<file path="config.mk">
export PLATFORM = sky130hd
export DESIGN_NAME = draw_enemy
export DESIGN_NICKNAME = d
export VERILOG_FILES = /design/src/rtl/draw_enemy.sv
export SDC_FILE = /design/constraint.sdc
export NUM_CORES = 1
export LEC_CHECK = 0
export CORE_ASPECT_RATIO = 0.75
export CORE_MARGIN = 2
export CORE_UTILIZATION = 50
export DETAILED_ROUTE_END_ITERATION = 6
export PLACE_DENSITY = 0.91
export SLEW_MARGIN = 20
export SYNTH_ARGS = -nofsm -noshare
export SYNTH_HDL_FRONTEND = slang
export SYNTH_SLANG_ARGS = --single-unit
</file>
<file path="constraint.sdc">
create_clock -name pclk -period 7.1 [get_ports pclk]
set_clock_uncertainty 0.2 [all_clocks]
set_input_delay 1.42 -clock pclk [delete_from_list [all_inputs] [get_ports pclk]]
set_output_delay 1.42 -clock pclk [all_outputs]
set_load 0.05 [all_outputs]
</file>
<file path="src/rtl/draw_enemy.sv">
// Enemy sprite compositor: draws a solid rectangle over the background pixel
// stream, with per-frame position capture and a blinking death sequence.
module draw_enemy #(
  parameter int          WIDTH        = 32,
  parameter int          HEIGHT       = 32,
  parameter logic [11:0] COLOR        = 12'hF00,
  parameter int          BLINK_FRAMES = 16
) (
  input  logic        pclk,
  input  logic        rst,
  input  logic [10:0] hcount_in,
  input  logic [10:0] vcount_in,
  input  logic        hsync_in,
  input  logic        vsync_in,
  input  logic        hblnk_in,
  input  logic        vblnk_in,
  input  logic [11:0] rgb_in,
  input  logic [11:0] xpos,
  input  logic [11:0] ypos,
  input  logic        on,
  output logic [10:0] hcount_out,
  output logic [10:0] vcount_out,
  output logic        hsync_out,
  output logic        vsync_out,
  output logic        hblnk_out,
  output logic        vblnk_out,
  output logic [11:0] rgb_out
);

  localparam logic [4:0]  CNT_LAST = 5'(BLINK_FRAMES - 1);
  localparam logic [12:0] WIDTH_13 = 13'(WIDTH);
  localparam logic [12:0] HEIGHT_13 = 13'(HEIGHT);

  typedef enum logic [1:0] {
    ST_IDLE  = 2'd0,
    ST_ALIVE = 2'd1,
    ST_DYING = 2'd2
  } state_e;

  // Frame-boundary detection and frame registers
  logic        vblnk_prev_q;
  logic        capture_s;
  logic [11:0] x_q, x_d;
  logic [11:0] y_q, y_d;
  logic        on_q, on_d;

  // FSM
  state_e      state_q, state_d;
  logic [4:0]  cnt_q, cnt_d;
  logic        visible_s;

  // Pipeline stage 1
  logic [10:0] hcount_s1_q, vcount_s1_q;
  logic        hsync_s1_q, vsync_s1_q, hblnk_s1_q, vblnk_s1_q;
  logic [11:0] rgb_s1_q;
  logic        inside_s1_q;
  logic        inside_s;

  // Pipeline stage 2
  logic [10:0] hcount_s2_q, vcount_s2_q;
  logic        hsync_s2_q, vsync_s2_q, hblnk_s2_q, vblnk_s2_q;
  logic [11:0] rgb_s2_q, rgb_d;

  // A capture is the first cycle of vertical blanking.
  assign capture_s = vblnk_in & ~vblnk_prev_q;

  // Previous-vblnk register for edge detection.
  always_ff @(posedge pclk or posedge rst) begin
    if (rst) begin
      vblnk_prev_q <= 1'b0;
    end else begin
      vblnk_prev_q <= vblnk_in;
    end
  end

  // Frame registers: sampled only at the frame boundary so the sprite never tears.
  always_comb begin
    x_d  = x_q;
    y_d  = y_q;
    on_d = on_q;
    if (capture_s) begin
      x_d  = xpos;
      y_d  = ypos;
      on_d = on;
    end else begin
      x_d  = x_q;
      y_d  = y_q;
      on_d = on_q;
    end
  end

  // Frame register storage.
  always_ff @(posedge pclk or posedge rst) begin
    if (rst) begin
      x_q  <= 12'd0;
      y_q  <= 12'd0;
      on_q <= 1'b0;
    end else begin
      x_q  <= x_d;
      y_q  <= y_d;
      on_q <= on_d;
    end
  end

  // FSM state and blink counter.
  always_ff @(posedge pclk or posedge rst) begin
    if (rst) begin
      state_q <= ST_IDLE;
      cnt_q   <= 5'd0;
    end else begin
      state_q <= state_d;
      cnt_q   <= cnt_d;
    end
  end

  // FSM next state: advances once per frame, driven by the freshly captured flag.
  always_comb begin
    state_d = state_q;
    cnt_d   = cnt_q;
    if (capture_s) begin
      case (state_q)
        ST_IDLE: begin
          if (on) begin
            state_d = ST_ALIVE;
          end else begin
            state_d = ST_IDLE;
          end
          cnt_d = 5'd0;
        end
        ST_ALIVE: begin
          if (on) begin
            state_d = ST_ALIVE;
          end else begin
            state_d = ST_DYING;
          end
          cnt_d = 5'd0;
        end
        ST_DYING: begin
          if (on) begin
            state_d = ST_ALIVE;
            cnt_d   = 5'd0;
          end else if (cnt_q == CNT_LAST) begin
            state_d = ST_IDLE;
            cnt_d   = 5'd0;
          end else begin
            state_d = ST_DYING;
            cnt_d   = cnt_q + 5'd1;
          end
        end
        default: begin
          state_d = ST_IDLE;
          cnt_d   = 5'd0;
        end
      endcase
    end else begin
      state_d = state_q;
      cnt_d   = cnt_q;
    end
  end

  // FSM output: blink shows the sprite on even frames of the death sequence.
  always_comb begin
    visible_s = 1'b0;
    case (state_q)
      ST_IDLE:  visible_s = 1'b0;
      ST_ALIVE: visible_s = 1'b1;
      ST_DYING: visible_s = ~cnt_q[0];
      default:  visible_s = 1'b0;
    endcase
  end

  // Rectangle hit test in 13 bits so x+WIDTH never wraps near the edge.
  always_comb begin
    logic [12:0] hc_13, vc_13, x_13, y_13;
    hc_13    = {2'b00, hcount_in};
    vc_13    = {2'b00, vcount_in};
    x_13     = {1'b0, x_q};
    y_13     = {1'b0, y_q};
    inside_s = (hc_13 >= x_13) && (hc_13 < (x_13 + WIDTH_13)) &&
               (vc_13 >= y_13) && (vc_13 < (y_13 + HEIGHT_13));
  end

  // Stage 1: register timing, background colour and hit result.
  always_ff @(posedge pclk or posedge rst) begin
    if (rst) begin
      hcount_s1_q <= 11'd0;
      vcount_s1_q <= 11'd0;
      hsync_s1_q  <= 1'b0;
      vsync_s1_q  <= 1'b0;
      hblnk_s1_q  <= 1'b0;
      vblnk_s1_q  <= 1'b0;
      rgb_s1_q    <= 12'd0;
      inside_s1_q <= 1'b0;
    end else begin
      hcount_s1_q <= hcount_in;
      vcount_s1_q <= vcount_in;
      hsync_s1_q  <= hsync_in;
      vsync_s1_q  <= vsync_in;
      hblnk_s1_q  <= hblnk_in;
      vblnk_s1_q  <= vblnk_in;
      rgb_s1_q    <= rgb_in;
      inside_s1_q <= inside_s;
    end
  end

  // Stage 2 colour select: blanking forces black regardless of the sprite.
  always_comb begin
    rgb_d = rgb_s1_q;
    if (hblnk_s1_q || vblnk_s1_q) begin
      rgb_d = 12'h000;
    end else if (inside_s1_q && visible_s) begin
      rgb_d = COLOR;
    end else begin
      rgb_d = rgb_s1_q;
    end
  end

  // Stage 2: output registers.
  always_ff @(posedge pclk or posedge rst) begin
    if (rst) begin
      hcount_s2_q <= 11'd0;
      vcount_s2_q <= 11'd0;
      hsync_s2_q  <= 1'b0;
      vsync_s2_q  <= 1'b0;
      hblnk_s2_q  <= 1'b0;
      vblnk_s2_q  <= 1'b0;
      rgb_s2_q    <= 12'd0;
    end else begin
      hcount_s2_q <= hcount_s1_q;
      vcount_s2_q <= vcount_s1_q;
      hsync_s2_q  <= hsync_s1_q;
      vsync_s2_q  <= vsync_s1_q;
      hblnk_s2_q  <= hblnk_s1_q;
      vblnk_s2_q  <= vblnk_s1_q;
      rgb_s2_q    <= rgb_d;
    end
  end

  assign hcount_out = hcount_s2_q;
  assign vcount_out = vcount_s2_q;
  assign hsync_out  = hsync_s2_q;
  assign vsync_out  = vsync_s2_q;
  assign hblnk_out  = hblnk_s2_q;
  assign vblnk_out  = vblnk_s2_q;
  assign rgb_out    = rgb_s2_q;

endmodule

</file>
* Word-level counts from Yosys, hierarchy flattened
Index checks and enable logic that the tools add are counted.
** Word-level totals
- Logic and storage cells :: 49
- Input bits :: 65
- Output and inout port bits :: 38
- Register bits after elaboration :: 108
** Cells by class
- Equal/unequal tests :: 3
- Magnitude comparators :: 4
- Reductions and logical operators :: 6
- $add $sub $neg :: 3
- Bitwise gates (word level) :: 3
- Multiplexer cells :: 11
** Operators by type and width (count)
- $add 12x6->13 const B :: 2
- $lt 11x13->1 :: 2
- $ge 11x12->1 :: 2
- $mux 12 :: 2
- $mux 5 :: 3
- $mux 2 :: 3
- $pmux 2 s3 :: 1
- $add 5x1->5 const B :: 1
- $eq 5x4->1 const B :: 1
- $logic_and 1x1->1 :: 4
- $eq 2x1->1 const B :: 1
- $eq 2x2->1 const B :: 1
- $logic_not 2->1 :: 1
- $not 1->1 :: 2
- $pmux 1 s2 :: 1
- $and 1x1->1 :: 1
- $logic_or 1x1->1 :: 1
- $mux 1 :: 1

* Depth between registers and ports, before layout
Gate-level depths: netlist of run 1.
- Depth in word-level cells :: 5
- Gate-level depth with buffers :: 10
- Gate-level depth less buffers :: 10

* Least setup slack after synthesis of run 1
OpenSTA, ideal clock, no wires.
- Path kind :: in2reg
- Start point :: input port vcount_in[9]
- End point :: register inside_s1_q
- Slack :: 4.242 ns
- Stages :: 6
- Buffers on the path :: 0
- Arrival :: 2.537 ns
- Setup time :: 0.121 ns
- Required time :: 6.779 ns
- Cells stage by stage :: ha_1 a21o_1 a221oi_2 a2bb2oi_1 o21ai_0 and4bb_1
** On the way
- Cells in the longest elaborated chain, start to end :: 3
- Elaborated cells on any way between the ends :: 4
- Those cells by class :: order compare (2); reduce/logical (2)
** RTL lines
- start: declaration :: RTL line 12 : input logic [10:0] vcount_in,
- $ge 11x12->1 :: RTL line 180 : (vc_13 >= y_13) && (vc_13 < (y_13 + HEIGHT_13));
- $logic_and 1x1->1 :: RTL line 179 : inside_s = (hc_13 >= x_13) && (hc_13 < (x_13 + WIDTH_13)) &&
- $logic_and 1x1->1 (*) :: RTL line 180
- net inside_s :: RTL line 57 : logic inside_s;
- end signal: assignment :: RTL line 202 : inside_s1_q <= inside_s;
- end: declaration :: RTL line 56 : logic inside_s1_q;
The timed path passes the listed nets; every way through them passes the cells marked *.
A chain may end at the register's enable or synchronous reset.

* Final worst setup path of run 1
- Start point :: input port vcount_in[6]
- End point :: register inside_s1_q
Same word-level chain as after synthesis.

==> results of run 1 <==
-- power breakdown --
| group | switching [mW] | internal [mW] | leakage (nW) |
|---|---|---|---|
| clock | 0.228 | 0.245 | 0.134 |
| sequential | 0.0217 | 0.657 | 1.31 |
| combinational | 0.148 | 0.117 | 1.20 |
| total | 0.398 | 1.02 | 2.64 |
-- worst max-delay path: stages --
cell,delay (ns)
sky130_fd_sc_hd__clkdlybuf4s50_1,0.51
sky130_fd_sc_hd__ha_1,0.35
sky130_fd_sc_hd__and4b_1,0.17
sky130_fd_sc_hd__nand3_1,0.11
sky130_fd_sc_hd__a211oi_1,0.06
sky130_fd_sc_hd__o41ai_1,0.48
sky130_fd_sc_hd__and4bb_1,0.27
-- worst min path at each step --
stage | slack [ns] | endpoint
5_1_grt | 0.16 | hcount_out[4]$_DFF_PP0_
3_3_place_gp | 0.13 | vsync_out$_DFF_PP0_
6_report | 0.15 | hcount_out[4]$_DFF_PP0_
2_1_floorplan | 0.13 | hcount_out[0]$_DFF_PP0_
3_5_place_dp | 0.14 | hcount_out[8]$_DFF_PP0_
4_1_cts | 0.15 | hcount_out[4]$_DFF_PP0_
-- registers in the layout, summed over array words and instances (netlist names) --
signal,cells
rgb_out,12
inside_s1_q,1
vcount_s1_q,11
vcount_out,11
rgb_s1_q,12
hcount_out,11
vblnk_out,1
x_q,12
hblnk_s1_q,1
y_q,12
vsync_out,1
hsync_out,1
hsync_s1_q,1
hblnk_out,1
state_q,2
vblnk_s1_q,1
cnt_q,5
vsync_s1_q,1
hcount_s1_q,11
-- cell usage in the layout, fill, tap and decap left out, drive strengths merged, types with 2 or more instances in the layout --
| master | n |
|---|---|
| a31oi | 3 |
| nand4 | 2 |
| o31ai | 2 |
| nand2b | 3 |
| ha | 41 |
| o41ai | 2 |
| inv | 33 |
| nand2 | 45 |
| clkinv | 2 |
| o211ai | 2 |
| nor2b | 4 |
| and2 | 8 |
| buf | 2 |
| xnor2 | 8 |
| and4b | 2 |
| a21oi | 8 |
| a211o | 3 |
| nor3 | 8 |
| a21o | 5 |
| clkbuf | 10 |
| nand3 | 10 |
| clkinvlp | 2 |
| o21a | 4 |
| o21ai | 27 |
| dfrtp | 108 |
| nor2 | 9 |
| a22o | 2 |
| clkdlybuf4s50 | 102 |
| a211oi | 2 |
-- stage by stage --
| step | worst slack [ns] | instances | cell area, um2 |
|---|---|---|---|
| global placement | 3.49 | 561 | 5460 |
| global route | 3.70 | 577 | 5750 |
| detailed placement | 3.48 | 561 | 5460 |
| finish | 3.81 | 577 | 5750 |
| floorplan | 2.63 | 355 | 4310 |
| CTS | 3.86 | 577 | 5750 |
-- per-layer routing --
| layer | global-route usage [%] | up-vias | part of all wire, % |
|---|---|---|---|
| li1 | - | 1428 | - |
| met1 | 26.8 | 1415 | 46 |
| met2 | 32.8 | 87 | 47 |
| met3 | 5.20 | 12 | 5.3 |
| met4 | 6.40 | 0 | 1.3 |
| met5 | 0 | - | 0 |
-- layout make-up --
cell class                 instances  area [um2]  area share, %
clock buffer                      10         229           3.98
clock inverter                     6        60.1           1.04
inverter                          31         119           2.07
multi-input combinational        210        1470           25.6
sequential                       108        2700           47.0
tap                              108         135           2.35
timing repair buffer             104        1040           18.0
-- logic make-up (layout without fill, tap and decap cells) --
logic type	count (synthesis)	count (layout)
compound gates	65	65
xor+xnor	8	8
fa+ha+maj	41	41
buf+inv	37	151
flops	108	108
mux	2	2
simple gates	94	94
==> flow_metrics.tcl, run 1 <==
set metrics [dict create \
    io_pins 103 \
    routed_wire_length_per_instance_um 15.2 \
    coreArea_um2 8420 \
    share_of_yosys_cell_area_claimed_by_the_top_area_cell_type_pct 62.7 \
    setup.worst_path.start_class "primary input" \
    initial_core_util_pct 51.2 \
    port_buffers 102 \
    synth.largest_area_cell "sky130_fd_sc_hd__dfrtp_1" \
    floorplan.rows 29 \
    min_from "hcount_s1_q[4]$_DFF_PP0_" \
    antenna_violating_nets_post_route 0 \
    min_path_type "flip-flop to flip-flop" \
    timing.setup.tns_ns 0 \
    max-vdd-ir-drop_v 0.000151 \
    syn_warnings 0 \
    worst_max_slew_margin_expressed_relative_to_the_limit_pct 52.8 \
    routed_wirelength_um 8770 \
    synthTopCellsByCount "108 x sky130_fd_sc_hd__dfrtp_1, 45 x sky130_fd_sc_hd__nand2_1, 41 x sky130_fd_sc_hd__ha_1, 31 x sky130_fd_sc_hd__inv_1, 27 x sky130_fd_sc_hd__o21ai_0" \
    clock_sink_count 108 \
    synth_enable_flop_cells 0 \
    crit_path_category "primary input to flip-flop" \
    synthesis.instances 355 \
    finalMaxSlewViolations 0 \
    final_util_pct 68.3 \
    fin_nets 570 \
    setup-violations-final 0 \
    top_cells_by_area_in_the_synthesized_netlist "sky130_fd_sc_hd__dfrtp_1 63%, sky130_fd_sc_hd__ha_1 12%, sky130_fd_sc_hd__nand2_1 3.9%" \
    cts.root.buffer_cell "sky130_fd_sc_hd__clkbuf_16" \
    post-route-drc-count 0 \
    synth-async-reset-ratio_pct 100 \
    floorplan.die.height_um 84.4 \
    grt.total_usage_pct 20.1 \
    antenna-diode-count 0 \
    max-cap-violations 0 \
    outcome "finished, final reports clean" \
    timing_worst_slew_pin_value_ns 0.707 \
    rr_endpoint "inside_s1_q$_DFF_PP0_" \
    synthesis.area_um2 4310 \
    detailedRoute.firstPassIterationCount 4 \
    fp.dieW_um 111 \
    area_growth_syn_to_layout_pct 33.4 \
    synthAdderAreaFrac_pct 11.9 \
    drive_gt1_share_pct 4.69 \
    post_synth_and_or_nand_nor_area_fraction_pct 10.3 \
    initial_detailed_routing_violation_count 92 \
    die_area_um2 9390 \
    finalHoldViolCount 0 \
    fmax_mhz 304 \
    grt_start_max_net_pins 60 \
    synth_top_family_by_area "adder cells" \
    grt_pass1_wl_um 14800 \
    dp.final_hpwl_um 6590 \
    cts_resized 0 \
    timing.rr.start "y_q[5]$_DFFE_PP0P_" \
    finalWeightedCongestion 0.822 \
    clock_tree.htree_level_count 3 \
    path_max_fanout 3 \
    finalWorstPathRequiredPeriod_ns 3.29 \
    rsz_0062_raised_after_global_routing "false" \
    yosys_register_bits 108 \
    total_power_mw 1.42 \
    cts_hold_buf 0 \
    power_per_cell_area_nw_per_um2 246 \
    first_global_vias 3082 \
    fin_worst_hold_slack_ns 0.149 \
    clk_transition_reported_paths_ns 0.07 \
    route.vias.total 2942 \
    clock_latency_ns 0.35 \
    antenna_found_initial 0 \
    muxShareOfSynthArea_pct 0.493 \
    post_synth_xor_area_fraction_pct 1.63 \
    synthesis.area_per_instance_um2 12.1 \
    numCtsBuffers 9 \
    clock_tree.buffer_depth 2 \
    grt-ovfl-total 0 \
    synth_fp_nets 461 \
    most_frequent_cell_after_synthesis "sky130_fd_sc_hd__dfrtp_1" \
    filler_cell_count 621 \
    ys_dominant_reg_cell "sky130_fd_sc_hd__dfrtp_1" \
    critical_path_data_arrival_time_ns 3.37 \
    worst_r2r_path_depth 10 \
    timing.hold.worst_path_depth 0 \
    number_of_different_library_cells_in_the_post_synthesis_netlist 37 \
    critPathLaunch "vcount_in[6]" \
    cts_tree "built" \
    critPathCapture "inside_s1_q$_DFF_PP0_" \
    seq_area_frac_synth_pct 62.7 \
    timing.reg2reg.setup_slack_ns 4.33 \
    fin_crit_sh_pct 46.3 \
    post-cts-setup-buffer-count 0 \
    synth_compound_gate_area_share_pct 9.69 \
    worst_ep_required_time_ns 7.18 \
    endpoint_kind "flip-flop" \
    vias_per_cell 5.10 \
    leakagePower_nw 2.64 \
]
No activity file was read; power rests on OpenSTA's default activity.
==> inputs of run 2 (changes only) <==
CORE_UTILIZATION = 49   (was 50)
PLACE_DENSITY = 0.9   (was 0.91)
clock period = 3.05 ns   (was 7.1 ns; I/O delays follow)
==> flow_metrics.tcl, run 2 (synthesized netlist as in run 1, its figures left out) <==
set metrics [dict create \
    outcome "finished, final reports clean" \
    cts_hold_buf 0 \
    dp.final_hpwl_um 6720 \
    worst_r2r_path_depth 10 \
    cts_resized 0 \
    cpMostUsedCell "sky130_fd_sc_hd__nand3_1" \
    finalMaxSlewViolations 0 \
    power_switching_share_pct 28.1 \
    timing.hold.worst_path_depth 0 \
    clk_transition_reported_paths_ns 0.07 \
    antenna_violating_nets_post_route 0 \
    coreArea_um2 8490 \
    post-route-drc-count 0 \
    vias_per_cell 5.25 \
    combPwrFrac_pct 18.7 \
    fin_worst_hold_slack_ns 0.149 \
    port_buffers 102 \
    fmax_mhz 359 \
    min_path_type "flip-flop to flip-flop" \
    worst_ep_required_time_ns 3.13 \
    min_from "hcount_s1_q[3]$_DFF_PP0_" \
    cp_top_family "simple AND/OR/NAND/NOR gates" \
    antenna_found_initial 0 \
    grt-ovfl-total 0 \
    dpl_cells 561 \
    leakagePower_nw 2.65 \
    final_critical_path_setup_slack_ns 0.265 \
    timing.rr.start "y_q[5]$_DFFE_PP0P_" \
    finalWeightedCongestion 0.847 \
    layout_commonest_cell "sky130_fd_sc_hd__dfrtp_1" \
    fp.dieW_um 112 \
    rsz_0062_raised_after_global_routing "false" \
    sequentialPowerShare_pct 47.8 \
    floorplan.rows 29 \
    setup.worst_path.start_class "flip-flop" \
    initial_core_util_pct 50.8 \
    initial_detailed_routing_violation_count 119 \
    grt_pass1_wl_um 15000 \
    finalWorstPathRequiredPeriod_ns 2.78 \
    numCtsBuffers 9 \
    clock_tree.buffer_depth 2 \
    detailedRoute.firstPassIterationCount 5 \
    area_growth_syn_to_layout_pct 33.6 \
    clock_tree.htree_level_count 3 \
    final_cells 577 \
    clock_latency_ns 0.35 \
    die_area_um2 9570 \
    antenna-diode-count 0 \
    final_util_pct 67.9 \
    fin_nets 570 \
    endpoint_kind "flip-flop" \
    io_pins 103 \
    slowest_stage "sky130_fd_sc_hd__o41ai_1" \
    power_switching_mw 0.930 \
    worstPathBufferInverterCount 1 \
    cts.root.buffer_cell "sky130_fd_sc_hd__clkbuf_16" \
    rr_endpoint "inside_s1_q$_DFF_PP0_" \
    setup-violations-final 0 \
    crit_path_category "flip-flop to flip-flop" \
    path_max_fanout 4 \
    route.vias.total 3028 \
    fin_crit_sh_pct 91.3 \
    critical_path_data_arrival_time_ns 2.87 \
    worst_max_slew_margin_expressed_relative_to_the_limit_pct 53.7 \
    place_worst_setup_slack_ns 0.312 \
    clock_sink_count 108 \
    grt_start_max_net_pins 109 \
    max-vdd-ir-drop_v 0.000447 \
    first_global_vias 3048 \
    cp_cell_sequence "inv_1 -> nor3_1 -> nand3_1 -> xnor2_1 -> ha_1 -> and4b_1 -> nand3_1 -> a211oi_1 -> o41ai_1 -> and4bb_1" \
    timing.reg2reg.setup_slack_ns 0.27 \
    hold_end "hcount_out[3]$_DFF_PP0_" \
    commonest_cells_after_routing_fill_and_taps_aside "108 x sky130_fd_sc_hd__dfrtp_1, 102 x sky130_fd_sc_hd__clkdlybuf4s50_1, 45 x sky130_fd_sc_hd__nand2_1, 41 x sky130_fd_sc_hd__ha_1, 30 x sky130_fd_sc_hd__inv_1" \
    timing_worst_slew_pin_value_ns 0.689 \
    post-cts-setup-buffer-count 0 \
    max-cap-violations 0 \
    routed_wirelength_um 9050 \
    power_per_cell_area_nw_per_um2 574 \
    cts_tree "built" \
    crit_path_max_incr_delay_ns 0.45 \
    floorplan.die.height_um 85.2 \
    timing.setup.tns_ns 0 \
    grt.total_usage_pct 20.4 \
    power_frac_clock_pct 33.5 \
    finalHoldViolCount 0 \
    internal-power_mw 2.38 \
    drive_gt1_share_pct 4.69 \
    routed_wire_length_per_instance_um 15.7 \
]
run 2: cell types whose count changed in the layout (fill, tap and decap cells not counted), sizes merged:
cell,delta
inv,+1
clkinv,-1
run 2: worst reg2reg max path: stages, from the launching register on:
cell	delay [ns]
sky130_fd_sc_hd__dfrtp_1	0.38
sky130_fd_sc_hd__inv_1	0.09
sky130_fd_sc_hd__nor3_1	0.34
sky130_fd_sc_hd__nand3_1	0.15
sky130_fd_sc_hd__xnor2_1	0.21
sky130_fd_sc_hd__ha_1	0.27
sky130_fd_sc_hd__and4b_1	0.21
sky130_fd_sc_hd__nand3_1	0.10
sky130_fd_sc_hd__a211oi_1	0.05
sky130_fd_sc_hd__o41ai_1	0.45
sky130_fd_sc_hd__and4bb_1	0.26
run 2: area by class of cell:
type | count | area, um2
Fill cell | 634 | 2730
Clock inverter | 6 | 56.3
Sequential cell | 108 | 2700
Timing Repair Buffer | 104 | 1050
Clock buffer | 10 | 229
Multi-Input combinational cell | 210 | 1470
Inverter | 31 | 120
Tap cell | 108 | 135
run 2: how the worst max path moves through the flow:
stage / cells after the start / startpoint / end
after floorplan: 10 / y_q[5]$_DFFE_PP0P_ / inside_s1_q$_DFF_PP0_
after global placement: 7 / vcount_in[7] / inside_s1_q$_DFF_PP0_
after detailed placement: 7 / vcount_in[7] / inside_s1_q$_DFF_PP0_
after CTS: 10 / y_q[5]$_DFFE_PP0P_ / inside_s1_q$_DFF_PP0_
after global routing: 10 / y_q[5]$_DFFE_PP0P_ / inside_s1_q$_DFF_PP0_
final: 10 / y_q[5]$_DFFE_PP0P_ / inside_s1_q$_DFF_PP0_
run 2: metrics by stage:
step / instance area [um2] / power, mW
floorplan: 4320 / 1.98
global placement: 5480 / 2.20
detailed placement: 5480 / 2.23
CTS: 5760 / 3.35
global route: 5760 / 3.48
finish: 5760 / 3.31
run 2: power by group through the flow:
stage	Clock, mW	Sequential (mW)	Combinational, mW
after floorplan	0	1.68	0.302
after global placement	0	1.60	0.595
after detailed placement	0	1.61	0.618
after CTS	1.14	1.58	0.624
after global routing	1.20	1.59	0.688
final	1.11	1.58	0.619
run 2: routing by layer:
| layer | up-vias | wire (um) | share of wire, % | track usage, % |
|---|---|---|---|---|
| met5 | - | 0 | 0 | 0 |
| met4 | 0 | 92 | 1.0 | 5.88 |
| met3 | 8 | 514 | 5.7 | 5.86 |
| met2 | 109 | 4440 | 49 | 34.3 |
| met1 | 1486 | 4000 | 44 | 26.3 |
| li1 | 1425 | - | - | - |
